<file path="src/rtl/hamming_pkg.sv">
// Shared types and the SECDED Hamming(8,4) encoder used by hamming_enc_arbiter.
package hamming_pkg;

  localparam int unsigned CODE_W  = 8;
  localparam int unsigned DATA_W  = 4;
  localparam int unsigned ID_MAXW = 3;  // enough for up to 8 requesters

  typedef struct packed {
    logic [CODE_W-1:0]  code;
    logic [ID_MAXW-1:0] id;
  } entry;

  function automatic logic [CODE_W-1:0] ham84_encode(input logic [DATA_W-1:0] d);
    logic [CODE_W-1:0] c;
    c[7] = d[3] ^ d[2] ^ d[0];
    c[6] = d[3] ^ d[1] ^ d[0];
    c[5] = d[3];
    c[4] = d[2] ^ d[1] ^ d[0];
    c[3] = d[2];
    c[2] = d[1];
    c[1] = d[0];
    c[0] = ^c[7:1];
    return c;
  endfunction

endpackage

</file>
<file path="src/rtl/hamming_enc_arbiter_rr.sv">
// Round-robin arbiter: one-hot grant to the first requester at or above the pointer.
module rr_arbiter #(
  parameter int unsigned NREQ = 4,
  parameter int unsigned IDW  = $clog2(NREQ)
) (
  input  logic            clk,
  input  logic            rst_n,
  input  logic [NREQ-1:0] req,
  input  logic            enable,
  output logic [NREQ-1:0] grant
);

  logic [IDW-1:0] ptr_q, ptr_d;
  logic [IDW-1:0] sel;
  logic           found;

  always_comb begin
    sel   = '0;
    found = 1'b0;
    grant = '0;
    // First pass covers [ptr, NREQ), second pass wraps to [0, ptr).
    for (int i = 0; i < NREQ; i++) begin
      if (!found && req[i] && (IDW'(i) >= ptr_q)) begin
        found = 1'b1;
        sel   = IDW'(i);
      end
    end
    for (int i = 0; i < NREQ; i++) begin
      if (!found && req[i]) begin
        found = 1'b1;
        sel   = IDW'(i);
      end
    end
    ptr_d = ptr_q;
    if (enable && found) begin
      grant[sel] = 1'b1;
      ptr_d      = (sel == IDW'(NREQ - 1)) ? '0 : sel + 1'b1;
    end
  end

  always_ff @(posedge clk or negedge rst_n) begin
    if (!rst_n) begin
      ptr_q <= '0;
    end else begin
      ptr_q <= ptr_d;
    end
  end

endmodule

</file>
<file path="src/rtl/hamming_enc_arbiter.sv">
// NREQ nibble producers share one Hamming(8,4) encoder feeding an output FIFO.
// Optional HAM_ERR_INJ_EN adds a one-shot single-bit error injector on the push path.
module hamming_enc_arbiter
  import hamming_pkg::*;
#(
  parameter int unsigned NREQ  = 4,
  parameter int unsigned DEPTH = 4,
  parameter int unsigned IDW   = $clog2(NREQ)
) (
  input  logic                     clk,
  input  logic                     rst_n,
  input  logic [NREQ-1:0]          req_valid,
  input  logic [NREQ*4-1:0]        req_data,
  output logic [NREQ-1:0]          req_ready,
  output logic                     out_valid,
  input  logic                     out_ready,
  output logic [7:0]               out_code,
  output logic [IDW-1:0]           out_id,
  output logic [$clog2(DEPTH):0]   fifo_count
`ifdef HAM_ERR_INJ_EN
  ,
  input  logic                     inj_valid,
  input  logic [2:0]               inj_bit
`endif
);

  localparam int unsigned AW = $clog2(DEPTH);
  localparam int unsigned CW = AW + 1;

  logic [AW-1:0]   wr_ptr_q, rd_ptr_q;
  logic [CW-1:0]   count_q;
  entry            mem_q [DEPTH];
  entry            head;
  entry            wr_entry;
  logic            push_ok, push, pop;
  logic [NREQ-1:0] grant;
  logic [IDW-1:0]  gnt_id;
  logic [3:0]      nibble;
  logic [7:0]      wr_code;
  logic            unused_head_id;

  // No push while full, even if the head pops this cycle; never grant during reset.
  assign push_ok = (count_q < CW'(DEPTH));

  rr_arbiter #(
    .NREQ (NREQ),
    .IDW  (IDW)
  ) u_arb (
    .clk    (clk),
    .rst_n  (rst_n),
    .req    (req_valid),
    .enable (push_ok & rst_n),
    .grant  (grant)
  );

  assign req_ready = grant;
  assign push      = |grant;
  assign pop       = out_valid & out_ready;

  always_comb begin
    gnt_id = '0;
    nibble = '0;
    for (int i = 0; i < NREQ; i++) begin
      if (grant[i]) begin
        gnt_id = IDW'(i);
        nibble = req_data[i*4 +: 4];
      end
    end
  end

`ifdef HAM_ERR_INJ_EN
  logic       arm_q, arm_d, flip;
  logic [2:0] inj_bit_q, inj_bit_d, flip_bit;

  // A fresh arm applies to a push in the same cycle.
  always_comb begin
    flip      = arm_q | inj_valid;
    flip_bit  = inj_valid ? inj_bit : inj_bit_q;
    arm_d     = flip & ~push;
    inj_bit_d = flip_bit;
    wr_code   = ham84_encode(nibble) ^ (flip ? (8'h01 << flip_bit) : 8'h00);
  end

  always_ff @(posedge clk or negedge rst_n) begin
    if (!rst_n) begin
      arm_q     <= 1'b0;
      inj_bit_q <= '0;
    end else begin
      arm_q     <= arm_d;
      inj_bit_q <= inj_bit_d;
    end
  end
`else
  assign wr_code = ham84_encode(nibble);
`endif

  always_comb begin
    wr_entry      = '0;
    wr_entry.code = wr_code;
    wr_entry.id   = ID_MAXW'(gnt_id);
  end

  always_ff @(posedge clk or negedge rst_n) begin
    if (!rst_n) begin
      wr_ptr_q <= '0;
      rd_ptr_q <= '0;
      count_q  <= '0;
      for (int i = 0; i < DEPTH; i++) begin
        mem_q[i] <= '0;
      end
    end else begin
      if (push) begin
        mem_q[wr_ptr_q] <= wr_entry;
        wr_ptr_q        <= wr_ptr_q + 1'b1;
      end
      if (pop) begin
        rd_ptr_q <= rd_ptr_q + 1'b1;
      end
      if (push && !pop) begin
        count_q <= count_q + 1'b1;
      end else if (pop && !push) begin
        count_q <= count_q - 1'b1;
      end
    end
  end

  assign head           = mem_q[rd_ptr_q];
  assign out_valid      = (count_q != '0);
  assign out_code       = head.code;
  assign out_id         = head.id[IDW-1:0];
  assign fifo_count     = count_q;
  assign unused_head_id = ^head.id;

endmodule
</file>
<file path="config.mk">
export PLATFORM = sky130hd
export DESIGN_NAME = hamming_enc_arbiter
export DESIGN_NICKNAME = d
export VERILOG_FILES = /design/src/rtl/hamming_pkg.sv /design/src/rtl/hamming_enc_arbiter_rr.sv /design/src/rtl/hamming_enc_arbiter.sv
export SDC_FILE = /design/constraint.sdc
export NUM_CORES = 1
export LEC_CHECK = 0
export BUFFER_PORTS_ARGS = -buffer_cell sky130_fd_sc_hd__buf_2
export CAP_MARGIN = 20
export CORE_MARGIN = 5
export CORE_UTILIZATION = 30
export CTS_BUF_LIST = sky130_fd_sc_hd__clkbuf_8
export CTS_CLUSTER_SIZE = 10
export DETAILED_ROUTE_END_ITERATION = 10
export PLACE_DENSITY_LB_ADDON = 0.12
export SYNTH_ARGS = -nofsm -noshare
export SYNTH_HDL_FRONTEND = slang
export SYNTH_SLANG_ARGS = --single-unit
export TNS_END_PERCENT = 10
</file>
<file path="constraint.sdc">
create_clock -name clk -period 2.9 [get_ports clk]
set_clock_uncertainty 0.1 [all_clocks]
set_input_delay 0.29 -clock clk [delete_from_list [all_inputs] [get_ports clk]]
set_output_delay 0.29 -clock clk [all_outputs]
set_load 0.05 [all_outputs]
</file>
Yosys cells after proc, flatten, opt, wreduce, memory -nomap -nowiden

Cells that the tools add are included.

Register bits: 53

Add/sub/neg operators: 5
Magnitude comparators: 10
Equality and inequality tests: 1
Mux-type cells: 34
Bitwise logic cells: 10
Reduce and logical (&&, ||, !) cells: 29

Operator list:

| kind                                                                                | number |
|---|---|
| 44-bit bitwise mux                                                                  | 1 |
| 11-bit two-way mux                                                                  | 3 |
| 11-bit binary-select mux with 2-bit select                                          | 1 |
| 11-bit demux with 2-bit select                                                      | 1 |
| 4-bit two-way mux                                                                   | 5 |
| 2-bit two-way mux                                                                   | 9 |
| 1-bit logical AND                                                                   | 16 |
| 1-bit two-way mux                                                                   | 11 |
| 1-bit logical NOT                                                                   | 9 |
| 7-bit XOR reduction                                                                 | 1 |
| 2-bit by 1-bit adder with 2-bit output (second input constant)                      | 3 |
| 3-bit greater-or-equal comparator (second input constant)                           | 2 |
| 3-bit two-way mux                                                                   | 2 |
| 2-bit inverter with 3-bit output                                                    | 2 |
| 1-bit XOR                                                                           | 6 |
| 1-bit by 2-bit greater-or-equal comparator with 1-bit output (first input constant) | 2 |
| 2-bit greater-or-equal comparator (first input constant)                            | 2 |
| 4-bit OR reduction                                                                  | 1 |
| 3-bit by 1-bit adder with 3-bit output (second input constant)                      | 1 |
| 2-bit by 3-bit < comparator with 1-bit output (second input constant)               | 1 |
| 3-bit by 1-bit < comparator with 1-bit output (second input constant)               | 1 |
| 3-bit < comparator (second input constant)                                          | 1 |
| 3-bit nonzero test                                                                  | 1 |
| 3-bit by 1-bit subtractor with 3-bit output (second input constant)                 | 1 |
| other kinds (5)                                                                     | 6 |

Longest topological paths before layout

Word-level depth: 40
Gate-level depth with buffers: 15

Modules after synthesis

Synthesis repeated with hierarchy kept, for this count alone.

Cells, all modules: 229
Area total of the unflattened synthesis: 2,542.4 sq um

By module, submodules not included:

| module              | area an instance (sq um) | times used | cells each |
|---|---|---|---|
| hamming_enc_arbiter | 2,296.0                  | 1          | 201 |
| rr_arbiter          | 246.5                    | 1          | 28 |

Worst setup path after synthesis

No wires, ideal clock.

Path kind: register -> register
Start point: register u_arb.ptr_q[0]
End point: register count_q[2], in the netlist fifo_count[2]
Slack: -0.091 ns
Arrival time: 2.809 ns
Period minus slack after synthesis: 2.991 ns
Data required time: 2.718 ns
Cell stages (with the launch flop): 15
Cell sequence: dfrtp_1 > nor2b_1 > a21oi_1 > o22ai_1 > a21oi_1 > ha_1 > buf_6 > nor4_1 > nor3_2 > ha_1 > inv_1 > fa_1 > xor2_1 > nor2_1 > xor2_1

Cells in the longest elaborated chain, start to end: 36
Elaborated cells on any way between the ends: 50

Ends and longest elaborated chain:

| what                                                         | line                         | text |
|---|---|---|
| start, declared                                              | hamming_enc_arbiter_rr.sv:13 | `logic [IDW-1:0] ptr_q, ptr_d;` |
| start signal, assigned                                       | hamming_enc_arbiter_rr.sv:45 | `ptr_q <= ptr_d;` |
| 1-bit by 2-bit greater-or-equal comparator with 1-bit output | hamming_enc_arbiter_rr.sv:23 | `if (!found && req[i] && (IDW'(i) >= ptr_q)) begin` |
| 1-bit logical AND                                            | hamming_enc_arbiter_rr.sv:23 |  |
| 1-bit two-way mux                                            | hamming_enc_arbiter_rr.sv:23 |  |
| 1-bit logical NOT                                            | hamming_enc_arbiter_rr.sv:23 |  |
| 1-bit logical AND (2 in series)                              | hamming_enc_arbiter_rr.sv:23 |  |
| 1-bit two-way mux                                            | hamming_enc_arbiter_rr.sv:23 |  |
| 1-bit logical NOT                                            | hamming_enc_arbiter_rr.sv:23 |  |
| 1-bit logical AND (2 in series)                              | hamming_enc_arbiter_rr.sv:23 |  |
| [19 not listed]                                              | --                           |  |
| 1-bit two-way mux (not written as such)                      | hamming_enc_arbiter_rr.sv:36 | `grant[sel] = 1'b1;` |
| 1-bit demux with 2-bit select                                | --                           |  |
| 4-bit two-way mux *                                          | hamming_enc_arbiter_rr.sv:35 | `if (enable && found) begin` |
| 4-bit OR reduction *                                         | hamming_enc_arbiter.sv:57    | `assign push = \|grant;` |
| net push                                                     | hamming_enc_arbiter.sv:35    | `logic push_ok, push, pop;` |
| 1-bit logical NOT                                            | hamming_enc_arbiter.sv:121   | `end else if (pop && !push) begin` |
| 1-bit logical AND                                            | hamming_enc_arbiter.sv:121   |  |
| 2-bit nonzero test (no source line)                          | --                           |  |
| end signal, assigned                                         | hamming_enc_arbiter.sv:120   | `count_q <= count_q + 1'b1;` |
| end signal, assigned                                         | hamming_enc_arbiter.sv:122   | `count_q <= count_q - 1'b1;` |
| end, declared                                                | hamming_enc_arbiter.sv:31    | `logic [CW-1:0] count_q;` |

Mark *: on every way through the listed nets, which the timed path passes. The rest lies on a longest branch.
A chain may end at the register's enable or synchronous reset.

Final worst setup path

Start point: register u_arb.ptr_q[1]
End point: register mem_q[3] (netlist name)

Cells in the longest elaborated chain, start to end: 40
Elaborated cells on any way between the ends: 57

Ends and longest elaborated chain:

| what                                                         | line                                                    | text |
|---|---|---|
| 1-bit by 2-bit greater-or-equal comparator with 1-bit output | hamming_enc_arbiter_rr.sv:23                            |  |
| 1-bit logical AND                                            | hamming_enc_arbiter_rr.sv:23                            |  |
| 1-bit two-way mux                                            | hamming_enc_arbiter_rr.sv:23                            |  |
| 1-bit logical NOT                                            | hamming_enc_arbiter_rr.sv:23                            |  |
| 1-bit logical AND (2 in series)                              | hamming_enc_arbiter_rr.sv:23                            |  |
| 1-bit two-way mux                                            | hamming_enc_arbiter_rr.sv:23                            |  |
| 1-bit logical NOT                                            | hamming_enc_arbiter_rr.sv:23                            |  |
| 1-bit logical AND (2 in series)                              | hamming_enc_arbiter_rr.sv:23                            |  |
| [18 not listed]                                              | --                                                      |  |
| 1-bit logical AND (not written as such)                      | hamming_enc_arbiter_rr.sv:36                            |  |
| 1-bit two-way mux (not written as such)                      | hamming_enc_arbiter_rr.sv:36                            |  |
| 1-bit demux with 2-bit select                                | --                                                      |  |
| 4-bit two-way mux *                                          | hamming_enc_arbiter_rr.sv:35                            |  |
| 4-bit two-way mux (4 in series)                              | hamming_enc_arbiter.sv:64                               | `if (grant[i]) begin` |
| 1-bit XOR (on tied branches) (2 in series)                   | hamming_pkg.sv:18, hamming_pkg.sv:15, hamming_pkg.sv:16 |  |
| 7-bit XOR reduction                                          | hamming_pkg.sv:22                                       | `c[0] = ^c[7:1];` |
| 44-bit bitwise mux                                           | hamming_enc_arbiter.sv:113                              | `mem_q[wr_ptr_q] <= wr_entry;` |
| end signal, assigned by index                                | hamming_enc_arbiter.sv:113                              |  |
| end, declared                                                | hamming_enc_arbiter.sv:32                               | `entry mem_q [DEPTH];` |

Mark *: on every way between the ends. The rest lies on a longest branch, timed or not.

==> insert_results.sql <==
INSERT INTO impl_metrics (metric_group, metric, value, unit) VALUES
('outcome', 'status', 'finished clean', ''),
('worst_setup_path', 'critical-path-top-delay-family', 'simple AND/OR/NAND/NOR gates', ''),
('route', 'initialDrtViolationCount', '55', ''),
('floorplan', 'floorplan.initialDensity', '0.308', ''),
('clocking', 'cts_root_buffer', 'clkbuf_8', ''),
('clocking', 'insertion_delay_of_the_later_clocked_pin_in_the_worst_skew_pair', '0.30', 'ns'),
('sta', 'finalHoldViolations', '0', ''),
('final_layout', 'seq_area', '1230', 'µm²'),
('synth', 'synth_nets', '271', ''),
('placed_design', 'io_buffers', '40', ''),
('final_layout', 'design.final.nets', '331', ''),
('synth', 'yosysMostFrequentCell', 'dfrtp_1', ''),
('floorplan', 'io-pin-count', '41', ''),
('global_route', 'grt_use_met2', '0.191', ''),
('sta', 'layout_worst_path_cycle_share', '0.995', ''),
('clocking', 'cts.sink_count', '49', ''),
('global_route', 'grtUsageMet1', '0.154', ''),
('final_layout', 'num_antenna_cells', '0', ''),
('worst_setup_path', 'critical_path_buf_inv_count', '2', ''),
('sta', 'unrepaired_setup_endpoints_after_global_routing', 'yes', ''),
('global_route', 'met3_usage', '0.0234', ''),
('placed_design', 'dpl.hpwl', '4540', 'µm'),
('global_route', 'grt_usage', '0.114', ''),
('worst_hold_path', 'hp-class', 'in -> async', ''),
('route', 'routed_wire_length_per_instance', '15.2', 'µm'),
('global_route', 'largest_net_degree_at_the_start_of_global_routing', '50', ''),
('clocking', 'clockBufferDepth', '2', ''),
('job', 'maxCapViolCount', '0', ''),
('worst_setup_path', 'cp.required', '2.99', 'ns'),
('synth', 'post_synth_num_cell_types', '41', ''),
('worst_setup_path', 'critPathLaunchType', 'flip-flop', ''),
('sta', 'max_clock_freq', '347', 'MHz'),
('synth', 'synth_top_area_cell', 'dfrtp_1', ''),
('synth', 'postSynthCellCount', '238', ''),
('sta', 'period_needed', '2.89', 'ns'),
('synth', 'synth-edff-count', '0', ''),
('global_route', 'antenna_found_initial', '0', ''),
('final_layout', 'layout-drive-gt1-share', '0.398', ''),
('synth', 'ys_async_sr_fraction', '1.00', ''),
('synth', 'mappedNetlistArea', '2680', 'µm²'),
('synth', 'post-synth-top-area-fraction', '0.457', ''),
('sta', 'final_max_slew_violation_count', '0', ''),
('sta', 'setup_viol', '0', ''),
('final_layout', 'final_core_utilization', '0.380', ''),
('sta', 'hold_ws', '0.0507', 'ns'),
('worst_setup_path', 'cp.arrival', '2.97', 'ns'),
('sta', 'worstMarginPinSlew', '0.642', 'ns'),
('worst_setup_path', 'crit_path_frequent_cell', 'nand2_1', ''),
('synth', 'synth.cells.most_frequent', 'dfrtp_1, nand2_1, o21ai_0', ''),
('floorplan', 'num_rows', '34', ''),
('route', 'route.detailed.drc', '0', ''),
('placed_design', 'numPlacedInstances', '397', ''),
('synth', 'synth_top_flop_cell', 'dfrtp_1', ''),
('global_route', 'globalRouteOverflowTotal', '0', ''),
('pwr', 'power_per_cell_area', '1130', 'nW/µm²'),
('sta', 'fin_ws', '0.0146', 'ns'),
('global_route', 'via_count_of_the_first_global_routing_pass', '1981', ''),
('synth', 'avgSynthCellArea', '11.3', 'µm²'),
('synth', 'synth.top_cells.by_area', 'dfrtp_1, mux4_2, mux2_2', ''),
('worst_setup_path', 'worstPathCellList', 'nand2_1, nand2_1, a21oi_1, o22a_2, inv_1, ha_1, buf_4, nor4b_4, and2_1, o21ai_4, xnor3_2, mux2_2', ''),
('placed_design', 'place_congestion', '0.763', ''),
('clocking', 'cts_buffers', '5', ''),
('route', 'via_count', '1922', ''),
('floorplan', 'die-height', '105', 'µm'),
('floorplan', 'core_ar', '8720', 'µm²'),
('final_layout', 'footprint_of_the_multi_input_gates', '1420', 'µm²'),
('clocking', 'cts_htree_levels', '2', ''),
('route', 'drtAntennaViolNets', '0', ''),
('global_route', 'grt-busiest-layer', 'met2', ''),
('route', 'detailedRoute.firstPassIterationCount', '4', ''),
('final_layout', 'fill_cells', '844', '');
-- state kept, by name (all words and copies together) (netlist names) --
signal       count
u_arb.ptr_q      2
mem_q           40
rd_ptr_q         2
wr_ptr_q         2
fifo_count       3
-- report_power, final --
group          internal (µW)  total (µW)  switching [µW]
sequential               949        1150             205
combinational            859        2070            1210
clock                    281         513             232
total                   2090        3740            1650
-- placed cells by master (no fill, tap or decap), types with 2 or more instances in the layout --
cell	instances
buf_4	23
o31ai_1	8
o21ai_1	3
mux2_2	14
clkbuf_8	6
nand2_1	38
o21ai_0	22
inv_1	10
mux4_2	10
nor2_1	5
a21o_1	3
dfrtp_1	49
a211oi_1	2
o22ai_1	2
and2_1	4
nor2b_1	3
ha_4	3
and4_1	2
nand3b_1	4
nand2_2	4
nor4_4	2
a31oi_1	2
buf_2	40
ha_1	5
a21oi_1	8
xnor2_1	4
xor2_1	2
xnor3_2	2
-- kinds of logic after synthesis --
logic type               share of synthesized area
adder cells (fa/ha/maj)                     0.0494
AND/OR/NAND/NOR                              0.141
XOR/XNOR                                    0.0364
flip-flops                                   0.457
buffers and inverters                       0.0429
AO/OA/AOI/OAI                                0.131
multiplexers                                 0.143
-- per-stage QoR --
step                      power (µW)  area, µm²  setup TNS [ns]
final                           3740       3320               0
after global routing            4020       3320          -0.903
after CTS                       3720       3260               0
after detailed placement        3210       3140               0
after global placement          3190       3140               0
after floorplan                 2690       2720               0
-- area by class of cell --
type,instances,area share
Multi-Input combinational cell,168,0.429
Sequential cell,49,0.370
Timing Repair Buffer,63,0.112
Tap cell,108,0.0407
Clock buffer,6,0.0249
Inverter,11,0.0124
Clock inverter,2,0.0113
-- routing by layer --
layer,share of wire,vias up,wire [µm]
li1,-,967,-
met1,0.47,927,2900
met2,0.49,21,3060
met3,0.030,7,189
met4,0.0084,0,52
met5,0,-,0
-- final timing paths --
| check | start | slack (ns) | to | cells after the start |
|---|---|---|---|---|
| worst max-delay path | u_arb.ptr_q[1] | 0.01 | mem_q[3] | 12 |
| worst min-delay path | rst_n | 0.05 | mem_q[16] | 2 |
| worst max register to register | u_arb.ptr_q[1] | 0.01 | mem_q[3] | 12 |
| worst min register to register | mem_q[32] | 0.38 | mem_q[32] | 2 |
| max in group asynchronous | rst_n | 2.20 | mem_q[31] | 2 |
| min in group clk | out_ready | 0.17 | rd_ptr_q[1] | 3 |
-- repair_timing --
action,CTS,global route
setup buffers,0,2
gates resized for setup,0,9
endpoints found under the hold margin,0,0
endpoints found under the setup margin,0,18
hold buffers,0,0
-- worst register-to-register path, delay by kind of cell (launching register included) --
| kind | cells | cell delay [ns] |
|---|---|---|
| AO/OA/AOI/OAI | 3 | 0.41 |
| XOR/XNOR | 1 | 0.46 |
| adder cells (fa/ha/maj) | 1 | 0.24 |
| buffers and inverters | 2 | 0.28 |
| flip-flops | 1 | 0.39 |
| multiplexers | 1 | 0.28 |
| AND/OR/NAND/NOR | 4 | 0.61 |
(Power assumes the default switching activity.)
